$ cat src/rtl/divu_iter.sv
// divu_iter: multi-cycle iterative restoring divider, one quotient bit per clock.
// Shares the start/busy handshake of the iterative multiplier; the HI/LO writer
// takes q/r when done pulses.
//
// Optional feature: define DIVU_SIGNED_EN to add the 'sign' port and
// two's-complement DIV support (magnitude divide plus output sign correction).
//
// Ports:
//   clk    in   1      rising-edge clock
//   reset  in   1      synchronous, active-low
//   start  in   1      launch division; a/b (and sign) sampled on this edge
//   sign   in   1      (DIVU_SIGNED_EN only) 1 = signed DIV
//   a      in   WIDTH  dividend
//   b      in   WIDTH  divisor
//   q      out  WIDTH  quotient, valid from done until next start/reset
//   r      out  WIDTH  remainder, same validity as q
//   busy   out  1      high while iterating
//   done   out  1      one-cycle pulse when results first become valid
//   dbz    out  1      divide-by-zero flag, valid with q/r
module divu_iter #(
  parameter int unsigned WIDTH = 32
) (
  input  logic             clk,
  input  logic             reset,
  input  logic             start,
`ifdef DIVU_SIGNED_EN
  input  logic             sign,
`endif
  input  logic [WIDTH-1:0] a,
  input  logic [WIDTH-1:0] b,
  output logic [WIDTH-1:0] q,
  output logic [WIDTH-1:0] r,
  output logic             busy,
  output logic             done,
  output logic             dbz
);

  localparam int unsigned CNT_W = $clog2(WIDTH + 1);

  typedef enum logic {
    IDLE = 1'b0,
    RUN  = 1'b1
  } state_t;

  state_t           state;
  logic [CNT_W-1:0] cnt;
  logic [WIDTH-1:0] divisor;
  logic [WIDTH-1:0] qsh;
  logic [WIDTH:0]   rem;

  logic [WIDTH:0]   rem_sh;
  logic [WIDTH-1:0] qsh_sh;
  logic [WIDTH:0]   diff;
  logic [WIDTH-1:0] a_load;
  logic [WIDTH-1:0] b_load;
  logic             b_zero;

  assign b_zero = (b == '0);

  // One restoring step: shift {rem,qsh} left, trial-subtract the divisor.
  // rem < divisor holds between steps, so diff always fits in WIDTH+1 bits
  // and its MSB is a reliable sign.
  always_comb begin
    {rem_sh, qsh_sh} = {rem, qsh} << 1;
    diff             = rem_sh - {1'b0, divisor};
  end

`ifdef DIVU_SIGNED_EN
  logic neg_q;
  logic neg_r;
  logic neg_q_load;
  logic neg_r_load;

  // Operands become magnitudes on start; divide-by-zero keeps raw a so r==a.
  always_comb begin
    a_load     = a;
    b_load     = b;
    neg_q_load = 1'b0;
    neg_r_load = 1'b0;
    if (sign && !b_zero) begin
      if (a[WIDTH-1]) a_load = WIDTH'(0) - a;
      if (b[WIDTH-1]) b_load = WIDTH'(0) - b;
      neg_q_load = a[WIDTH-1] ^ b[WIDTH-1];
      neg_r_load = a[WIDTH-1];
    end
  end

  always_ff @(posedge clk) begin
    if (!reset) begin
      neg_q <= 1'b0;
      neg_r <= 1'b0;
    end else if (start) begin
      neg_q <= neg_q_load;
      neg_r <= neg_r_load;
    end
  end

  // Sign correction: quotient negated when signs differ, remainder follows dividend.
  assign q = neg_q ? (WIDTH'(0) - qsh) : qsh;
  assign r = neg_r ? (WIDTH'(0) - rem[WIDTH-1:0]) : rem[WIDTH-1:0];
`else
  assign a_load = a;
  assign b_load = b;
  assign q      = qsh;
  assign r      = rem[WIDTH-1:0];
`endif

  // Control and datapath registers; start restarts from any state.
  always_ff @(posedge clk) begin
    if (!reset) begin
      state   <= IDLE;
      cnt     <= '0;
      divisor <= '0;
      qsh     <= '0;
      rem     <= '0;
      busy    <= 1'b0;
      done    <= 1'b0;
      dbz     <= 1'b0;
    end else begin
      done <= 1'b0;
      if (start) begin
        state   <= RUN;
        divisor <= b_load;
        qsh     <= a_load;
        rem     <= '0;
        cnt     <= CNT_W'(1);
        busy    <= 1'b1;
        dbz     <= b_zero;
      end else if (state == RUN) begin
        cnt <= cnt + CNT_W'(1);
        if (diff[WIDTH]) begin
          rem <= rem_sh;
          qsh <= qsh_sh;
        end else begin
          rem <= diff;
          qsh <= qsh_sh | WIDTH'(1);
        end
        if (cnt == CNT_W'(WIDTH)) begin
          state <= IDLE;
          busy  <= 1'b0;
          done  <= 1'b1;
        end
      end
    end
  end

endmodule

$ cat config.mk
export PLATFORM = sky130hd
export DESIGN_NAME = divu_iter
export DESIGN_NICKNAME = d
export VERILOG_FILES = /design/src/rtl/divu_iter.sv
export SDC_FILE = /design/constraint.sdc
export NUM_CORES = 1
export LEC_CHECK = 0
export BUFFER_PORTS_ARGS = -buffer_cell sky130_fd_sc_hd__buf_4
export CORE_MARGIN = 3
export CORE_UTILIZATION = 56
export CTS_BUF_LIST = sky130_fd_sc_hd__clkbuf_4 sky130_fd_sc_hd__clkbuf_8 sky130_fd_sc_hd__clkbuf_16
export DETAILED_ROUTE_END_ITERATION = 10
export HOLD_SLACK_MARGIN = 0.05
export PLACE_DENSITY = 0.86
export SLEW_MARGIN = 0
export SYNTH_ARGS = -nofsm -noshare
export SYNTH_HDL_FRONTEND = slang
export SYNTH_SLANG_ARGS = --single-unit
$ cat constraint.sdc
create_clock -name clk -period 3.75 [get_ports clk]
set_clock_uncertainty 0.1 [all_clocks]
set_input_delay 0 -clock clk [delete_from_list [all_inputs] [get_ports clk]]
set_output_delay 0 -clock clk [all_outputs]
set_load 0.02 [all_outputs]
==> results.sh <==
export IMPL_cp_arrival_ps=3680
export IMPL_die_w_microns=114
export IMPL_hold_start="start"
export IMPL_yosysSeqAreaShare=0.326
export IMPL_gr_usage_all_layers=0.341
export IMPL_layout_nets=1080
export IMPL_dr_pass1_iters=6
export IMPL_async_flop_share=0
export IMPL_worstSetupPathType="reg2reg"
export IMPL_finalMaxSlewViolations=0
export IMPL_dp_hpwl_microns=12900
export IMPL_worst_r2r_cell_count=12
export IMPL_timing_fmax_ghz=0.287
export IMPL_drt_wirelength_per_cell_microns=19.3
export IMPL_post_cts_setup_buffers=0
export IMPL_path_cells="inv_1, ha_1, fa_1, nand2b_1, a21oi_1, or3b_1, a21o_1, a41oi_4, o21ai_2, a21oi_1, or4_1, a31oi_1"
export IMPL_core_area_sq_um=11100
export IMPL_place_ws_ps=316
export IMPL_path_max_fanout=7
export IMPL_synth_fa_ha_area_frac=0.0684
export IMPL_synth_edf_count=0
export IMPL_synth_ff_type="dfxtp_1"
export IMPL_vias_per_cell=6.26
export IMPL_cts_tree="built"
export IMPL_die_area_sq_um=13000
export IMPL_yosysMostFrequentCell="dfxtp_1"
export IMPL_holdWs_ps=168
export IMPL_antenna_found_initial=1
export IMPL_critPathLaunchType="flop"
export IMPL_ys_top_cells_by_area="dfxtp_1 33%, mux2i_1 9.8%, o21ai_0 7.4%"
export IMPL_drcViolationCount=0
export IMPL_period_needed_ps=3490
export IMPL_grt_pass1_vias=7085
export IMPL_fin_crit_sh=0.931
export IMPL_endpoint_kind="flop"
export IMPL_io_buffers=133
export IMPL_initial_core_util=0.586
export IMPL_cap_violations=0
export IMPL_synthCells=795
export IMPL_relSlewSlack=0.509
export IMPL_yosys_cell_types_count=61
export IMPL_syn_area_sq_um=6510
export IMPL_cpPeakStageDelay_ps=560
export IMPL_synth_warnings=0
export IMPL_grt_pass1_wl_microns=35500
export IMPL_rows=38
export IMPL_clockRootBuffer="clkbuf_16"
export IMPL_critPathMostFrequentCell="a21oi_1"
export IMPL_synth_area_per_cell_sq_um=8.19
export IMPL_die_y_microns=114
export IMPL_synth_compound_area_frac=0.210
export IMPL_crit_slowest_cell="or4_1"
export IMPL_numClockSinks=106
export IMPL_min_path_type="in2reg"
export IMPL_synth_ff_latch_count=106
export IMPL_drt_iter0_drc=880
export IMPL_yosys_area_top_type="dfxtp_1"
export IMPL_clock_latency_ps=370
export IMPL_synthXorXnorAreaFrac=0.0390
export IMPL_top_level_ports=134
export IMPL_synth_top_cell_area_share=0.326
export IMPL_syn2layout_area_growth_pct=33.7
export IMPL_cp_startpoint="q[31]"
export IMPL_wl_microns=21800
export IMPL_clkSlewWorstSetupHoldPaths_ps=80
export IMPL_htreeDepth=3
export IMPL_cts_path_max_buffers=2
export IMPL_vdd_drop_max_uv=387
export IMPL_status="completed"
export IMPL_place_area_sq_um=7600
export IMPL_required_ps=3940
export IMPL_grt_max_degree=60
export IMPL_finalSetupTns_ps=0
export IMPL_worstMarginPinSlew_ps=733
export IMPL_setup_violations_final=0
export IMPL_place_congestion=0.894
export IMPL_ff2ff_setup_slack_ps=260
export IMPL_synth_top_family_by_area="compound AO/OA/AOI/OAI gates"
export IMPL_n_fill_cell=726
export IMPL_syn_nets=897
export IMPL_synth_simple_area_share=0.202
export IMPL_hold_viol=0
export IMPL_cp_depth=12
export IMPL_whs_path_depth=3
export IMPL_netlist_top_cells_count="106 x dfxtp_1, 96 x o21ai_0, 64 x mux2i_1"
export IMPL_rsz0062_at_grt="no"
export IMPL_leakagePower_nw=3.79
export IMPL_ant_nets=0
export IMPL_drive_gt1_frac=0.180
export IMPL_overflow=0
export IMPL_stdcell_area_sq_um=8710
export IMPL_numCtsBuffers=9
export IMPL_worst_path_buf_inv=1
export IMPL_vias=7047
export IMPL_synthMuxAreaShare=0.0983
export IMPL_cpLargestDelayFamily="compound AO/OA/AOI/OAI gates"
export IMPL_setup_ws_ps=261
export IMPL_r2r_start="q[31]"
export IMPL_p_per_area_nw_per_um2=374
==> metal layers <==
layer / track usage / share of wire
met5: 0 / 0
met4: 0.192 / 0.060
met3: 0.0966 / 0.075
met2: 0.566 / 0.49
met1: 0.396 / 0.38
==> state kept, by name, indices dropped and copies added (netlist names) <==
signal	flops
dbz	1
q	32
state	1
divisor	32
cnt	6
busy	1
rem	32
done	1
==> stage by stage <==
stage	power, mW	util	instances
2_1_floorplan	1.87	-	795
6_report	3.26	0.783	1126
3_5_place_dp	2.14	0.683	1028
4_1_cts	3.21	0.782	1123
3_3_place_gp	2.12	0.683	1028
5_1_grt	3.39	0.783	1124
==> kinds of logic (layout without fill, tap and decap cells) <==
kind of cell / Yosys count / after routing
compound gates: 223 / 223
other cells: 0 / 3
flops: 106 / 106
xor+xnor: 29 / 29
buf+inv: 96 / 284
mux: 64 / 64
simple gates: 242 / 242
fa+ha+maj: 35 / 35
==> worst register-to-register path: stages (launching register included) <==
cell      delay, ps
dfxtp_1         390
inv_1            60
ha_1            230
fa_1            420
nand2b_1        190
a21oi_1         170
or3b_1          170
a21o_1          180
a41oi_4         200
o21ai_2         300
a21oi_1         260
or4_1           560
a31oi_1         180
==> what timing repair did <==
action | CTS | global route
resized for setup | 0 | 1
endpoints found under the hold margin | 69 | 0
hold buffers | 79 | 0
endpoints found under the setup margin | 0 | 1
==> cell type report <==
type | instances | area (sq um) | share of cell area
Clock buffer | 10 | 239 | 0.0274
Inverter | 41 | 154 | 0.0177
Sequential cell | 106 | 2130 | 0.244
Tap cell | 140 | 175 | 0.0201
Clock inverter | 6 | 71.3 | 0.00818
Timing Repair Buffer | 227 | 1900 | 0.218
Multi-Input combinational cell | 593 | 4040 | 0.464
Antenna cell | 3 | 7.51 | 0.000862
==> worst paths after layout <==
| kind | endpoint |
|---|---|
| worst min register to register | cnt[5] |
| worst min-delay path | q[0] |
| worst max register to register | rem[5] |
| worst max-delay path | rem[5] |
==> power breakdown <==
part	switching, mW	internal [mW]
Combinational	0.545	0.445
Clock	0.481	0.544
Sequential	0.0622	1.18
Total	1.09	2.17
==> placed cells by master (no fill, tap or decap), types with 13 or more instances in the layout <==
master,n
buf_4,148
dfxtp_1,105
o21ai_0,96
dlygate4sd3_1,79
mux2i_1,64
nand2_1,54
inv_1,41
nor2b_1,35
nand3_1,34
ha_1,34
a21oi_1,33
and2_1,32
a31oi_1,23
nor2_1,21
xnor2_1,15
xor2_1,14
a21o_1,13
Note: power is estimated with default switching activity, not from simulation.
